<file path="config.mk">
export PLATFORM = sky130hd
export DESIGN_NAME = baud_pulse_gen
export DESIGN_NICKNAME = d
export VERILOG_FILES = /design/src/rtl/baud_pulse_gen.sv
export SDC_FILE = /design/constraint.sdc
export NUM_CORES = 1
export LEC_CHECK = 0
export CORE_AREA = 2 2 39 41
export CTS_BUF_LIST = sky130_fd_sc_hd__clkbuf_16
export CTS_CLUSTER_SIZE = 14
export DETAILED_ROUTE_END_ITERATION = 12
export DIE_AREA = 0 0 41 43
export SLEW_MARGIN = 40
export SYNTH_ARGS = -nofsm -noshare
export SYNTH_HDL_FRONTEND = slang
export SYNTH_SLANG_ARGS = --single-unit
</file>
<file path="constraint.sdc">
create_clock -name clk -period 2.8 [get_ports clk]
set_input_delay 0.56 -clock clk [delete_from_list [all_inputs] [get_ports clk]]
set_output_delay 0.56 -clock clk [all_outputs]
set_load 0.005 [all_outputs]
</file>
<file path="src/rtl/baud_pulse_gen.sv">
// Baud-rate strobe generator: one-clock pulse every DIV clocks while enabled.
// DIV is CLK_FREQ/BAUD_RATE rounded to nearest; dropping en discards the phase.
module baud_pulse_gen #(
  parameter int CLK_FREQ  = 25000000,
  parameter int BAUD_RATE = 115200
) (
  input  logic clk,
  input  logic rst,
  input  logic en,
  output logic baud_pulse
);

  // Guard the divide so a zero rate reaches the parameter check below
  // instead of failing on a division by zero.
  localparam int DIV = (BAUD_RATE > 0) ? (CLK_FREQ + BAUD_RATE / 2) / BAUD_RATE : 2;
  localparam int CNT_W = ($clog2(DIV) > 1) ? $clog2(DIV) : 1;
  localparam logic [CNT_W-1:0] CNT_LAST = CNT_W'(DIV - 1);

  generate
    if (BAUD_RATE <= 0 || CLK_FREQ < 2 * BAUD_RATE || DIV < 2) begin : g_bad_params
      $error("baud_pulse_gen: invalid CLK_FREQ/BAUD_RATE combination");
    end
  endgenerate

  logic [CNT_W-1:0] cnt_reg;
  logic             pulse_reg;

  always_ff @(posedge clk) begin
    if (rst || !en) begin
      cnt_reg   <= '0;
      pulse_reg <= 1'b0;
    end else if (cnt_reg == CNT_LAST) begin
      cnt_reg   <= '0;
      pulse_reg <= 1'b1;
    end else begin
      cnt_reg   <= cnt_reg + 1'b1;
      pulse_reg <= 1'b0;
    end
  end

  assign baud_pulse = pulse_reg;

endmodule

</file>
==> Yosys cells after proc, flatten, opt, wreduce, memory -nomap -nowiden <==
Cells that the tools add are included.
{ "op_classes": {"add_sub_neg": 1, "n_eq_ne": 1, "n_mux": 1, "n_reduce_logical": 3} }
{ "op_table": {"columns": ["cell", "count"], "rows": [
  ["$add 8x1->8 const B", 1],
  ["$eq 8x8->1 const B", 1],
  ["$reduce_or 2->1", 1],
  ["$logic_not 1->1", 1],
  ["$logic_or 1x1->1", 1],
  ["$mux 1", 1]
]} }
{ "word_totals": {"regBits": 9, "in_bits": 3, "output_inout_bits": 1, "word_cells": 8} }

==> Logic depth before layout (Yosys ltp) <==
{ "depth": {"ltp_word": 3, "ltp_mapped": 4, "ltp_nobuf": 4} }

==> Least setup slack after synthesis <==
No wires, ideal clock.
{ "synth_timing": {"path_kind": "input-to-reg", "from": "in rst", "to": "reg cnt_reg[5]", "setup_time_ps": 70, "arrival_time_ps": 1083, "required_ps": 2730, "path_slack_ps": 1647, "stages": 3, "n_path_buf": 0, "cell_sequence": "nand2b_1 > a41o_1 > a21oi_1"} }
{ "synth_between": {"elab_chain_len": 2} }
{ "synth_rtl": {"columns": ["element", "line", "text"], "rows": [
  ["start: declaration", "8", "input logic rst,"],
  ["$logic_or 1x1->1", "29", "if (rst || !en) begin"],
  ["$reduce_or 2->1 (no source line)", null, null],
  ["end signal: assignment", "36", "cnt_reg <= cnt_reg + 1'b1;"],
  ["end: declaration", "25", "logic [CNT_W-1:0] cnt_reg;"]
]} }
Every way passes these cells.
A chain may end at the register's enable or synchronous reset.

==> Worst setup path after layout <==
{ "layout_timing": {"from": "reg pulse_reg, in the netlist baud_pulse", "to": "out baud_pulse"} }
{ "layout_rtl": {"columns": ["element", "line", "text"], "rows": [
  ["start: declaration", "26", "logic pulse_reg;"],
  ["start signal: assignment", "31", "pulse_reg <= 1'b0;"],
  ["start signal: assignment", "34", "pulse_reg <= 1'b1;"],
  ["start signal: assignment", "37", "pulse_reg <= 1'b0;"],
  ["end: declaration", "10", "output logic baud_pulse"]
]} }
No word-level cell between the ends.

==> results.py <==
metrics = {
    "status": {
        "outcome": "completed",
    },
    "sta": {
        "fmax_mhz": 636,
        "setup_violations": 0,
        "hold_slack_ps": 467,
        "skew_ps": 0.409,
        "drv_slew": 0,
        "period_needed_ps": 1570,
        "rsz0062_at_grt": "no",
        "report.final.hold_viol_count": 0,
        "relSlewSlack_pct": 81.2,
        "max_slew.worst_pin.slew_ps": 283,
        "period_share_pct": 56.2,
        "final.setup.tns_ps": 0,
    },
    "setup_path": {
        "worstSetupStartpointType": "register",
        "path_cells": "clkdlybuf4s50_1",
        "endpoint_kind": "output pin",
        "cp.arrival_ps": 1010,
        "worst-path-buf-inv": 1,
        "path_class": "register to output pin",
        "worstPathRequired_ps": 2240,
        "crit_slowest_cell": "clkdlybuf4s50_1",
        "cp_max_fo": 1,
        "path_delay_family": "buffers and inverters",
        "r2r_slack_ps": 1580,
        "critPathMaxStageDelay_ps": 490,
    },
    "cells_and_area": {
        "largest_reg_flops": 8,
        "layout-drive-gt1-share_pct": 12.2,
        "antennaDiodeCount": 0,
        "area_delta_synth_final_pct": 33.9,
        "seq_area_sq_um": 180,
        "multiInputGateArea_sq_um": 193,
        "nFillCells": 150,
        "final_net_count": 55,
    },
    "place": {
        "portBuffers": 3,
        "globalplace.congestion": 0.657,
        "post-dp-hpwl_um": 479,
    },
    "power": {
        "p_leak_nw": 0.182,
        "powerDensity_nw_per_um2": 753,
        "peakVddDrop_mv": 0.499,
    },
    "detailed_routing": {
        "drt_wl_total_um": 635,
        "post-route-drc-count": 0,
        "wire_per_inst_um": 9.77,
        "drtIter0Drc": 2,
        "antenna_left": 0,
        "vias": 296,
        "vias_per_cell": 4.55,
        "firstDrtPassIters": 2,
    },
    "global_route": {
        "grt_max_degree": 9,
        "grt.total_usage_pct": 9.86,
        "grt_pass1_vias": 278,
        "antenna_found_initial": 0,
        "gr-total-overflow": 0,
        "grt_pass1_wl_mm": 1.12,
    },
    "yosys": {
        "syn_area_sq_um": 384,
        "synthFlopType": "dfxtp_1",
        "synth_cells": 42,
        "ys_ff_latch": 9,
        "yosys.area.top_type_share_pct": 46.9,
        "yosysSeqAreaShare_pct": 46.9,
        "async_flop_share_pct": 0,
        "synth_nets": 47,
        "yosys.area.top_type": "dfxtp_1",
        "yosys-top-cells-count": "9 x dfxtp_1, 6 x nor2_1, 3 x inv_1, 3 x o21ai_0, 3 x or3_1",
        "ys_top_cells_by_area": "dfxtp_1 47%, ha_1 6.5%, nor2_1 5.9%",
        "synth-warning-count": 0,
        "syn-mean-instance-area_sq_um": 9.15,
        "ys_types": 18,
        "synth_most_common_cell": "dfxtp_1",
        "synth_edf_count": 0,
    },
    "die": {
        "die_x_um": 41,
        "die_height_um": 43,
        "rows": 14,
        "dieArea_sq_um": 1760,
        "start_util_pct": 27.8,
        "coreArea_sq_um": 1380,
        "io_pins": 4,
    },
    "clock_network": {
        "clkTransAtPathRegs_ps": 40,
        "cts_sinks": 9,
        "cts_resized": 0,
        "cts_root_buf": "clkbuf_16",
        "cts_tree": "built",
        "htree_levels": 1,
        "cts_buffers": 3,
        "cts_setup_buffers": 0,
        "cts.path.max_buffers": 2,
        "worst_skew_pair.late_latency_ps": 230,
        "ctsHoldBuffers": 0,
    },
    "min_path": {
        "hold_class": "register to register",
    },
    "flow_run": {
        "cap_violations": 0,
    },
}
-- where the power goes --
group | switching [W] | leakage (nW) | total (W) | internal [W]
Sequential | 0.00000141 | 0.0728 | 0.000132 | 0.000130
Clock | 0.0000584 | 0.0409 | 0.000246 | 0.000188
Combinational | 0.00000452 | 0.0680 | 0.00000954 | 0.00000502
-- cell families after synthesis --
group           share of synthesized area, %
compound gates                          11.4
xor+xnor                                6.84
fa+ha+maj                               6.51
buf+inv                                 2.93
flops                                   46.9
simple gates                            25.4
-- per-stage QoR --
step | setup WS, ps | util [%] | cells | instance area (sq um) | total power, W
3_5_place_dp | 1150 | 31.4 | 61 | 434 | 0.000143
2_1_floorplan | 1650 | - | 42 | 384 | 0.000139
6_report | 1230 | 37.2 | 65 | 514 | 0.000387
3_3_place_gp | 1180 | 31.4 | 61 | 434 | 0.000143
4_1_cts | 1220 | 37.2 | 65 | 514 | 0.000395
5_1_grt | 1170 | 37.2 | 65 | 514 | 0.000405
-- cell type report --
cell class | instances | share of cell area, %
inverters | 3 | 2.19
multi-input cells | 30 | 37.5
flip-flops and latches | 9 | 35.0
clock inverters | 1 | 0.973
repair buffers | 3 | 5.84
clock buffers | 3 | 14.6
well taps | 16 | 3.89
-- cell usage in the layout, fill, tap and decap left out, drive strengths merged, types with 3 or more instances in the layout --
| master | count |
|---|---|
| clkdlybuf4s50 | 3 |
| or3 | 3 |
| dfxtp | 9 |
| inv | 3 |
| nor2 | 6 |
| o21ai | 3 |
| clkbuf | 3 |
| a21oi | 3 |
| nand3 | 3 |
-- per-layer routing --
layer | global-route usage (%) | vias to the layer above | routed length (um)
met1 | 10.0 | 135 | 294
met4 | 6.00 | 0 | 19
met3 | 6.28 | 2 | 21
met2 | 14.4 | 2 | 299
li1 | - | 157 | -
met5 | 0 | - | 0
-- final timing paths --
path | from | cells past startpoint | end
worst min-delay path | cnt_reg[0] | 1 | cnt_reg[0]
worst min register to register | cnt_reg[0] | 1 | cnt_reg[0]
worst max-delay path | baud_pulse | 1 | baud_pulse
worst max register to register | cnt_reg[0] | 4 | cnt_reg[6]
Note: power is estimated with default switching activity, not from simulation.
